$ cat config.mk
export PLATFORM = sky130hd
export DESIGN_NAME = pattern_vg_flat
export DESIGN_NICKNAME = d
export VERILOG_FILES = /design/src/rtl/pattern_vg_if.sv /design/src/rtl/pattern_vg.sv /design/src/flat_wrapper.sv
export SDC_FILE = /design/constraint.sdc
export NUM_CORES = 1
export LEC_CHECK = 0
export CAP_MARGIN = 30
export CORE_MARGIN = 2
export CORE_UTILIZATION = 30
export CTS_CLUSTER_SIZE = 14
export DETAILED_ROUTE_END_ITERATION = 7
export DONT_BUFFER_PORTS = 1
export PLACE_DENSITY_LB_ADDON = 0.1
export SLEW_MARGIN = 15
export SYNTH_ARGS = -nofsm -noshare
export SYNTH_HDL_FRONTEND = slang
export SYNTH_SLANG_ARGS = --single-unit
$ cat constraint.sdc
create_clock -name clk -period 3.5 [get_ports clk]
set_clock_uncertainty 0.2 [all_clocks]
set_input_delay 0.175 -clock clk [delete_from_list [all_inputs] [get_ports clk]]
set_output_delay 0.175 -clock clk [all_outputs]
set_load 0.03 [all_outputs]
$ cat src/rtl/pattern_vg_if.sv
// pattern_vg_if: bundle between the timing stage, the pattern generator and
// the video sink.
//   Timing/control (driven by master): vs_in, hs_in, de_in, field_in, x_in,
//     y_in, pattern, solid_rgb, bar_width, h_active, v_active
//   Video out (driven by slave): vs_out, hs_out, de_out, field_out,
//     r_out, g_out, b_out, frame_count
interface pattern_vg_if #(
  parameter int X_BITS     = 12,
  parameter int Y_BITS     = 12,
  parameter int COLOR_BITS = 8
);
  logic                    vs_in;
  logic                    hs_in;
  logic                    de_in;
  logic                    field_in;
  logic [X_BITS-1:0]       x_in;
  logic [Y_BITS:0]         y_in;
  logic [1:0]              pattern;
  logic [3*COLOR_BITS-1:0] solid_rgb;
  logic [X_BITS-1:0]       bar_width;
  logic [X_BITS-1:0]       h_active;
  logic [Y_BITS:0]         v_active;

  logic                    vs_out;
  logic                    hs_out;
  logic                    de_out;
  logic                    field_out;
  logic [COLOR_BITS-1:0]   r_out;
  logic [COLOR_BITS-1:0]   g_out;
  logic [COLOR_BITS-1:0]   b_out;
  logic [7:0]              frame_count;

  modport master (
    output vs_in, hs_in, de_in, field_in, x_in, y_in,
           pattern, solid_rgb, bar_width, h_active, v_active,
    input  vs_out, hs_out, de_out, field_out, r_out, g_out, b_out, frame_count
  );

  modport slave (
    input  vs_in, hs_in, de_in, field_in, x_in, y_in,
           pattern, solid_rgb, bar_width, h_active, v_active,
    output vs_out, hs_out, de_out, field_out, r_out, g_out, b_out, frame_count
  );
endinterface

$ cat src/rtl/pattern_vg.sv
// pattern_vg: test-pattern generator placed after the sync/timing generator.
// Produces solid colour, 8 colour bars, a 32x32 checkerboard or a bouncing
// box. Sync/de/field are delayed two cycles to stay aligned with the pixels.
// Pattern selection and box motion change only at frame start.
// Ports:
//   clk   - pixel clock
//   reset - asynchronous, active-high reset
//   vid   - pattern_vg_if.slave: timing/control inputs, video outputs
module pattern_vg #(
  parameter int X_BITS     = 12,
  parameter int Y_BITS     = 12,
  parameter int COLOR_BITS = 8,
  parameter int BOX_SIZE   = 64,
  parameter int STEP       = 2
) (
  input  logic        clk,
  input  logic        reset,
  pattern_vg_if.slave vid
);
  localparam int XW    = X_BITS + 1;
  localparam int YW    = Y_BITS + 2;
  localparam int RGB_W = 3 * COLOR_BITS;

  function automatic logic [RGB_W-1:0] bar_color(input logic [2:0] idx);
    return {{COLOR_BITS{~idx[1]}}, {COLOR_BITS{~idx[2]}}, {COLOR_BITS{~idx[0]}}};
  endfunction

  function automatic logic [RGB_W-1:0] mono(input logic on);
    return {RGB_W{on}};
  endfunction

  logic prev_vs, prev_de, armed;
  logic fs, line_start;

  // armed stays low for the first cycle after reset so a vs already high at
  // release is only captured, never treated as a frame start
  assign fs         = vid.vs_in & ~prev_vs & armed;
  assign line_start = vid.de_in & ~prev_de;

  always_ff @(posedge clk or posedge reset) begin
    if (reset) begin
      prev_vs <= 1'b0;
      prev_de <= 1'b0;
      armed   <= 1'b0;
    end else begin
      prev_vs <= vid.vs_in;
      prev_de <= vid.de_in;
      armed   <= 1'b1;
    end
  end

  logic [1:0]        pattern_q;
  logic [7:0]        frame_cnt;
  logic [X_BITS-1:0] box_x;
  logic [Y_BITS:0]   box_y;
  logic              dir_x_neg, dir_y_neg;

  // Box limits carry one extra bit so an active area smaller than the box
  // clamps to 0 instead of wrapping
  logic signed [XW-1:0] lim_x_s;
  logic signed [YW-1:0] lim_y_s;
  logic [XW-1:0]        lim_x, x_fwd;
  logic [YW-1:0]        lim_y, y_fwd;

  assign lim_x_s = signed'({1'b0, vid.h_active}) - signed'(XW'(BOX_SIZE));
  assign lim_y_s = signed'({1'b0, vid.v_active}) - signed'(YW'(BOX_SIZE));
  assign lim_x   = lim_x_s[XW-1] ? '0 : $unsigned(lim_x_s);
  assign lim_y   = lim_y_s[YW-1] ? '0 : $unsigned(lim_y_s);
  assign x_fwd   = {1'b0, box_x} + XW'(STEP);
  assign y_fwd   = {1'b0, box_y} + YW'(STEP);

  always_ff @(posedge clk or posedge reset) begin
    if (reset) begin
      pattern_q <= 2'd0;
      frame_cnt <= 8'd0;
      box_x     <= '0;
      box_y     <= '0;
      dir_x_neg <= 1'b0;
      dir_y_neg <= 1'b0;
    end else if (fs) begin
      pattern_q <= vid.pattern;
      frame_cnt <= frame_cnt + 8'd1;
      if (!dir_x_neg) begin
        if (x_fwd > lim_x) begin
          box_x     <= lim_x[X_BITS-1:0];
          dir_x_neg <= 1'b1;
        end else begin
          box_x <= x_fwd[X_BITS-1:0];
        end
      end else if (box_x < X_BITS'(STEP)) begin
        box_x     <= '0;
        dir_x_neg <= 1'b0;
      end else begin
        box_x <= box_x - X_BITS'(STEP);
      end
      if (!dir_y_neg) begin
        if (y_fwd > lim_y) begin
          box_y     <= lim_y[Y_BITS:0];
          dir_y_neg <= 1'b1;
        end else begin
          box_y <= y_fwd[Y_BITS:0];
        end
      end else if (box_y < (Y_BITS+1)'(STEP)) begin
        box_y     <= '0;
        dir_y_neg <= 1'b0;
      end else begin
        box_y <= box_y - (Y_BITS+1)'(STEP);
      end
    end
  end

  // bar_idx/bar_cnt describe the bar for the next pixel of the line; the
  // first pixel of a line always uses bar 0
  logic [2:0]        bar_idx;
  logic [X_BITS-1:0] bar_cnt, bw_eff;

  assign bw_eff = (vid.bar_width == '0) ? X_BITS'(1) : vid.bar_width;

  always_ff @(posedge clk or posedge reset) begin
    if (reset) begin
      bar_idx <= 3'd0;
      bar_cnt <= '0;
    end else if (vid.de_in) begin
      if (line_start) begin
        if (bw_eff == X_BITS'(1)) begin
          bar_idx <= 3'd1;
          bar_cnt <= '0;
        end else begin
          bar_idx <= 3'd0;
          bar_cnt <= X_BITS'(1);
        end
      end else if (bar_cnt == bw_eff - X_BITS'(1)) begin
        bar_cnt <= '0;
        if (bar_idx != 3'd7) bar_idx <= bar_idx + 3'd1;
      end else begin
        bar_cnt <= bar_cnt + X_BITS'(1);
      end
    end
  end

  logic hit_x, hit_y;
  assign hit_x = ({1'b0, vid.x_in} >= {1'b0, box_x}) &&
                 ({1'b0, vid.x_in} <  ({1'b0, box_x} + XW'(BOX_SIZE)));
  assign hit_y = ({1'b0, vid.y_in} >= {1'b0, box_y}) &&
                 ({1'b0, vid.y_in} <  ({1'b0, box_y} + YW'(BOX_SIZE)));

  // ---- stage 1: sync delay, per-pixel pattern decisions ----
  logic             vs_p1, hs_p1, de_p1, field_p1;
  logic [2:0]       bar_p1;
  logic             chk_white_p1, hit_p1;
  logic [RGB_W-1:0] solid_p1;

  always_ff @(posedge clk or posedge reset) begin
    if (reset) begin
      vs_p1        <= 1'b0;
      hs_p1        <= 1'b0;
      de_p1        <= 1'b0;
      field_p1     <= 1'b0;
      bar_p1       <= 3'd0;
      chk_white_p1 <= 1'b0;
      hit_p1       <= 1'b0;
      solid_p1     <= '0;
    end else begin
      vs_p1        <= vid.vs_in;
      hs_p1        <= vid.hs_in;
      de_p1        <= vid.de_in;
      field_p1     <= vid.field_in;
      bar_p1       <= line_start ? 3'd0 : bar_idx;
      chk_white_p1 <= ~(vid.x_in[5] ^ vid.y_in[5]);
      hit_p1       <= hit_x & hit_y;
      solid_p1     <= vid.solid_rgb;
    end
  end

  logic [RGB_W-1:0] pix_p1;
  always_comb begin
    pix_p1 = '0;
    case (pattern_q)
      2'd0:    pix_p1 = solid_p1;
      2'd1:    pix_p1 = bar_color(bar_p1);
      2'd2:    pix_p1 = mono(chk_white_p1);
      default: pix_p1 = mono(hit_p1);
    endcase
  end

  // ---- stage 2: RGB with blanking ----
  logic             vs_p2, hs_p2, de_p2, field_p2;
  logic [RGB_W-1:0] rgb_p2;

  always_ff @(posedge clk or posedge reset) begin
    if (reset) begin
      vs_p2    <= 1'b0;
      hs_p2    <= 1'b0;
      de_p2    <= 1'b0;
      field_p2 <= 1'b0;
      rgb_p2   <= '0;
    end else begin
      vs_p2    <= vs_p1;
      hs_p2    <= hs_p1;
      de_p2    <= de_p1;
      field_p2 <= field_p1;
      rgb_p2   <= de_p1 ? pix_p1 : '0;
    end
  end

  assign vid.vs_out      = vs_p2;
  assign vid.hs_out      = hs_p2;
  assign vid.de_out      = de_p2;
  assign vid.field_out   = field_p2;
  assign vid.r_out       = rgb_p2[3*COLOR_BITS-1:2*COLOR_BITS];
  assign vid.g_out       = rgb_p2[2*COLOR_BITS-1:COLOR_BITS];
  assign vid.b_out       = rgb_p2[COLOR_BITS-1:0];
  assign vid.frame_count = frame_cnt;
endmodule
$ cat src/flat_wrapper.sv
// flat-port wrapper written by rule: the top's interface ports become plain ports
module pattern_vg_flat 
#(
  parameter int X_BITS     = 12,
  parameter int Y_BITS     = 12,
  parameter int COLOR_BITS = 8,
  parameter int BOX_SIZE   = 64,
  parameter int STEP       = 2
)
  (clk, reset, vid_vs_in, vid_hs_in, vid_de_in, vid_field_in, vid_x_in, vid_y_in, vid_pattern, vid_solid_rgb, vid_bar_width, vid_h_active, vid_v_active, vid_vs_out, vid_hs_out, vid_de_out, vid_field_out, vid_r_out, vid_g_out, vid_b_out, vid_frame_count);
  pattern_vg_if #(.X_BITS(X_BITS), .Y_BITS(Y_BITS), .COLOR_BITS(COLOR_BITS)) vid_i ();
  input  logic clk;
  input  logic reset;
  input wire logic [$bits(vid_i.vs_in)-1:0] vid_vs_in;
  input wire logic [$bits(vid_i.hs_in)-1:0] vid_hs_in;
  input wire logic [$bits(vid_i.de_in)-1:0] vid_de_in;
  input wire logic [$bits(vid_i.field_in)-1:0] vid_field_in;
  input wire logic [$bits(vid_i.x_in)-1:0] vid_x_in;
  input wire logic [$bits(vid_i.y_in)-1:0] vid_y_in;
  input wire logic [$bits(vid_i.pattern)-1:0] vid_pattern;
  input wire logic [$bits(vid_i.solid_rgb)-1:0] vid_solid_rgb;
  input wire logic [$bits(vid_i.bar_width)-1:0] vid_bar_width;
  input wire logic [$bits(vid_i.h_active)-1:0] vid_h_active;
  input wire logic [$bits(vid_i.v_active)-1:0] vid_v_active;
  output wire logic [$bits(vid_i.vs_out)-1:0] vid_vs_out;
  output wire logic [$bits(vid_i.hs_out)-1:0] vid_hs_out;
  output wire logic [$bits(vid_i.de_out)-1:0] vid_de_out;
  output wire logic [$bits(vid_i.field_out)-1:0] vid_field_out;
  output wire logic [$bits(vid_i.r_out)-1:0] vid_r_out;
  output wire logic [$bits(vid_i.g_out)-1:0] vid_g_out;
  output wire logic [$bits(vid_i.b_out)-1:0] vid_b_out;
  output wire logic [$bits(vid_i.frame_count)-1:0] vid_frame_count;
  assign vid_i.vs_in = vid_vs_in;
  assign vid_i.hs_in = vid_hs_in;
  assign vid_i.de_in = vid_de_in;
  assign vid_i.field_in = vid_field_in;
  assign vid_i.x_in = vid_x_in;
  assign vid_i.y_in = vid_y_in;
  assign vid_i.pattern = vid_pattern;
  assign vid_i.solid_rgb = vid_solid_rgb;
  assign vid_i.bar_width = vid_bar_width;
  assign vid_i.h_active = vid_h_active;
  assign vid_i.v_active = vid_v_active;
  assign vid_vs_out = vid_i.vs_out;
  assign vid_hs_out = vid_i.hs_out;
  assign vid_de_out = vid_i.de_out;
  assign vid_field_out = vid_i.field_out;
  assign vid_r_out = vid_i.r_out;
  assign vid_g_out = vid_i.g_out;
  assign vid_b_out = vid_i.b_out;
  assign vid_frame_count = vid_i.frame_count;
  pattern_vg #(.X_BITS(X_BITS), .Y_BITS(Y_BITS), .COLOR_BITS(COLOR_BITS), .BOX_SIZE(BOX_SIZE), .STEP(STEP)) u_core (.clk(clk), .reset(reset), .vid(vid_i));
endmodule
* After elaboration in Yosys (flattened, before gate mapping) *
Cells that the tools add are included.

word-level totals
  flip-flop bits (word level) = 114
  bits of input ports = 94
  output and inout bits = 36
  word-level logic and storage cells = 90

cells by class
  $add $sub $neg = 12
  $lt $le $gt $ge = 8
  equal/unequal tests = 5
  multiplexer cells = 25
  bitwise logic cells = 11
  reduce and logical (&&, ||, !) cells = 7

operators with widths
  kind                                                                            number
  12-bit two-way mux                                                              7
  24-bit case mux with 3 select lines                                             1
  13-bit two-way mux                                                              4
  24-bit two-way mux                                                              1
  13-bit by 2-bit adder with 14-bit output (second input constant)                1
  13-bit by 7-bit adder with 14-bit output (second input constant)                1
  14-bit > comparator                                                             1
  13-bit by 14-bit less-than comparator with 1-bit output                         1
  13-bit by 7-bit subtractor with 14-bit output (second input constant)           1
  12-bit by 2-bit adder with 13-bit output (second input constant)                1
  12-bit by 7-bit adder with 13-bit output (second input constant)                1
  13-bit greater-or-equal comparator                                              1
  13-bit > comparator                                                             1
  12-bit by 13-bit less-than comparator with 1-bit output                         1
  13-bit by 2-bit less-than comparator with 1-bit output (second input constant)  1
  12-bit by 7-bit subtractor with 13-bit output (second input constant)           1
  13-bit by 2-bit subtractor with 13-bit output (second input constant)           1
  12-bit by 1-bit adder with 12-bit output (second input constant)                1
  12-bit by 1-bit equality test with 1-bit output (second input constant)         1
  12-bit equality test                                                            1
  12-bit greater-or-equal comparator                                              1
  12-bit zero test                                                                1
  12-bit by 2-bit less-than comparator with 1-bit output (second input constant)  1
  3-bit two-way mux                                                               4
  other kinds (15)                                                                32

* Logic depth before layout (Yosys ltp) *
  depth in word-level cells = 6
  mapped depth = 16
  mapped depth without buffers = 14

* Least setup slack after synthesis *
OpenSTA, ideal clock, no wires.

  path kind = reg2reg
  from = reg u_core.box_y[3]
  to = reg u_core.box_y[4]
  library setup time = 0.121 ns
  arrival time = 3.170 ns
  data required time = 3.179 ns
  path slack = 0.009 ns
  cell stages (with the launch flop) = 17
  buffers on the path = 3
  clock period less this slack = 3.491 ns
  cells stage by stage = dfrtp_1 -> clkbuf_1 -> nand3_1 -> or3_1 -> clkbuf_1 -> inv_1 -> nand2_1 -> xnor2_1 -> ha_1 -> a21o_1 -> a211oi_1 -> o21bai_1 -> a22o_1 -> or2_0 -> buf_2 -> a221o_1 -> a22o_1

on the way
  word-level cells in the longest chain between the ends = 4
  elaborated cells on any way between the ends = 7
  those cells by class = add/sub (2); order compare (2); mux (3)

ends and longest elaborated chain
  item                                      line               text
  start, declared                           pattern_vg.sv:55   logic [Y_BITS:0] box_y;
  start signal, assigned                    pattern_vg.sv:98   box_y <= lim_y[Y_BITS:0];
  start signal, assigned                    pattern_vg.sv:101  box_y <= y_fwd[Y_BITS:0];
  start signal, assigned                    pattern_vg.sv:107  box_y <= box_y - (Y_BITS+1)'(STEP);
  13-bit by 2-bit adder with 14-bit output  pattern_vg.sv:70   assign y_fwd = {1'b0, box_y} + YW'(STEP);
  14-bit > comparator                       pattern_vg.sv:97   if (y_fwd > lim_y) begin
  13-bit two-way mux                        pattern_vg.sv:97
  13-bit two-way mux (*)                    pattern_vg.sv:96   if (!dir_y_neg) begin

Mark *: on every way between the ends. The rest lies on a longest branch, timed or not.
A chain may end at the register's enable or synchronous reset.

* Worst setup path in the final report *
  from = reg u_core.box_y[2]
  to = reg u_core.box_y[4]

The elaborated chain is that of the path after synthesis.

==> results_dict.tcl <==
set metrics [dict create \
    cts_tree "built" \
    p_leak_nw 4.30 \
    instances_no_fill 1333 \
    critical_path.most_common_cell "buf_4" \
    arrival_ns 3.46 \
    wl_per_cell_um 17.6 \
    cts_buffers 17 \
    place.gp.congestion 0.824 \
    path_max_fanout 5 \
    status "completed" \
    yosysWarningCount 0 \
    synth-simple-area-share 0.209 \
    drv_slew 0 \
    fmax_mhz 298 \
    muxShareOfSynthArea 0.00537 \
    drt_iter0_drc 347 \
    cts_buffer_depth 2 \
    synthAdderAreaFrac 0.125 \
    synth-xor-area-share 0.0675 \
    antenna_found_initial 0 \
    htreeDepth 4 \
    postSynthAreaPerCell_um2 8.92 \
    die_area_um2 27700 \
    cap_violations 0 \
    rows 59 \
    ys.flop_type "dfrtp_1" \
    synth_compound_area_frac 0.186 \
    slowest_delay_ns 0.42 \
    core_region_area_um2 26000 \
    antenna_cells 0 \
    grt_overflow 0 \
    yosys-top-cells-count "dfrtp_1, nand2_1, ha_1" \
    grt_pass1_vias 7042 \
    required_ns 3.60 \
    synth.area.top_cells "dfrtp_1, ha_1, xnor2_1" \
    setup_viol 0 \
    tightest_slew_ns 0.766 \
    clkSinkCount 114 \
    start_kind "flip-flop" \
    min_path_type "in2reg" \
    die_x_um 166 \
    cts_root_buf "clkbuf_16" \
    routed_wl_um 23500 \
    die_h_um 166 \
    clkSlewWorstSetupHoldPaths_ns 0.07 \
    hold_viol 0 \
    place_area_um2 8620 \
    syn_nets 1061 \
    drive_above_1_share 0.149 \
    ant_nets 0 \
    power_density_nw_per_um2 565 \
    grt_pass1_wl_um 38200 \
    nets 1158 \
    period_share 0.959 \
    dp_hpwl_um 17700 \
    yosysUniqueCellTypes 86 \
    synth_top_family_by_area "simple AND/OR/NAND/NOR gates" \
    via_per_inst 5.15 \
    peakVddDrop_mv 0.335 \
    clk_latency_ns 0.41 \
    cp-end-kind "flip-flop" \
    crit_chain "ha_2 -> buf_4 -> buf_4 -> xor2_1 -> ha_1 -> a21o_1 -> a21oi_1 -> o221ai_1 -> a22o_2 -> or2_4 -> buf_6 -> a221o_1 -> a22o_1" \
    critPathKind "reg2reg" \
    netlist.area_leader.share 0.360 \
    ys_seq_area_frac 0.360 \
    final_area_um2 9940 \
    dp_cells 1241 \
    slowest_stage "dfrtp_1" \
    io_buffer_count 0 \
    fin_tns_setup_ns 0 \
    firstDrtPassIters 7 \
    grt_use_total 0.171 \
    synth-edff-count 0 \
    ys_ff_latch 114 \
    synth_most_common_cell "dfrtp_1" \
    final_core_util 0.382 \
    ioPinCount 130 \
    syn_inst 888 \
    period_minus_slack_ns 3.36 \
    grt_max_degree 50 \
    drc_errors 0 \
    via_count 6867 \
    initial_core_util 0.305 \
    slew_headroom 0.489 \
    areaGrowthSynthToFinish_pct 25.5 \
    async_flop_share 1.00 \
    synthesis.area_um2 7920 \
    rsz0062_at_grt "true" \
    synth_top_area_cell "dfrtp_1" \
]
==> state kept, by name, summed over array words and instances (netlist names), 2 cells and up <==
register                count
u_core.bar_cnt             12
u_core.box_y               13
u_core.bar_p1               3
u_core.pattern_q            2
u_core.vid.frame_count      8
u_core.solid_p1            24
u_core.rgb_p2              24
u_core.bar_idx              3
u_core.box_x               12
==> worst paths after layout <==
kind,depth (start not counted),startpoint,slack (ns),endpoint
hold reg to reg,0,u_core.field_p1$_DFF_PP0_,0.15,u_core.vid.field_out$_DFF_PP0_
hold / removal,3,vid_h_active[10],0.01,u_core.box_x[10]$_DFFE_PP0P_
min in group asynchronous,2,reset,0.05,u_core.bar_cnt[7]$_DFFE_PP0P_
setup / recovery,13,u_core.box_y[2]$_DFFE_PP0P_,0.14,u_core.box_y[4]$_DFFE_PP0P_
max in group asynchronous,3,reset,2.24,u_core.solid_p1[9]$_DFF_PP0_
setup reg to reg,13,u_core.box_y[2]$_DFFE_PP0P_,0.14,u_core.box_y[4]$_DFFE_PP0P_
==> worst max-delay path: cells and delay by family, from the launching register on <==
kind,cells,cell delay (ns)
compound gates,6,1.28
xor+xnor,1,0.15
fa+ha+maj,2,0.54
buf+inv,3,0.39
flops,1,0.42
simple gates,1,0.25
==> placed cells by master, fill, tap and decap left out, drive strengths merged, types with 7 or more instances in the layout <==
cell and n:
a211oi 8, a21o 10, a21oi 62, a31oi 7, and2 7, and3 10, buf 56, clkbuf 17
dfrtp 114, dlygate4sd3 57, ha 79, inv 65, nand2 101, nand2b 10, nand3 25, nand4 16
nor2 47, nor2b 8, nor3 43, nor4 18, o21a 8, o21ai 51, o221ai 7, o31a 7
or3 11, xnor2 44, xor2 17
==> routing by layer <==
layer	global-route usage	share of wire	wire (µm)	vias up
met5	0	0	0	-
met4	0.0307	0.0073	172	0
met3	0.0482	0.053	1250	16
met2	0.280	0.47	11000	157
met1	0.227	0.47	11100	3267
li1	-	-	-	3427
==> area by class of cell <==
type | count | area (µm²)
inverter | 57 | 218
fill | 2696 | 16000
timing repair buffer | 113 | 1020
multi-input combinational | 682 | 4830
clock buffer | 17 | 425
clock inverter | 15 | 163
tap | 335 | 419
sequential | 114 | 2860
==> power by group <==
| part | switching, mW | internal [mW] | total, mW | leakage [nW] |
|---|---|---|---|---|
| Sequential | 0.348 | 1.51 | 1.86 | 1.40 |
| Clock | 0.737 | 1.01 | 1.75 | 0.283 |
| Combinational | 1.11 | 0.896 | 2.01 | 2.62 |
==> cell families (layout without fill, tap and decap cells) <==
logic type | Yosys count | after routing
AOI/OAI and AO/OA | 219 | 219
DFF | 114 | 114
xor gates and xnor gates | 61 | 61
and+or+nand+nor | 318 | 318
buffers and inverters | 92 | 202
muxes | 4 | 4
adders and majority gates | 79 | 79
other | 1 | 1
==> stage by stage <==
stage | worst slack, ns | power [mW] | hold WS [ns]
floorplan | 0.00933 | 3.13 | 0.00643
global placement | -0.0860 | 3.79 | -0.116
detailed placement | -0.0868 | 3.76 | -0.119
CTS | 0.0248 | 5.62 | 0.00379
global route | -0.0383 | 6.04 | 0.0333
finish | 0.144 | 5.62 | 0.0131
==> timing repair <==
action	CTS	global route
buffers inserted	0	3
hold endpoints to repair	182	1
endpoints found under the setup margin	6	27
gates resized for setup	5	30
gates cloned	0	0
hold buffers	55	2
pin swaps	1	11
(Power assumes the default switching activity.)
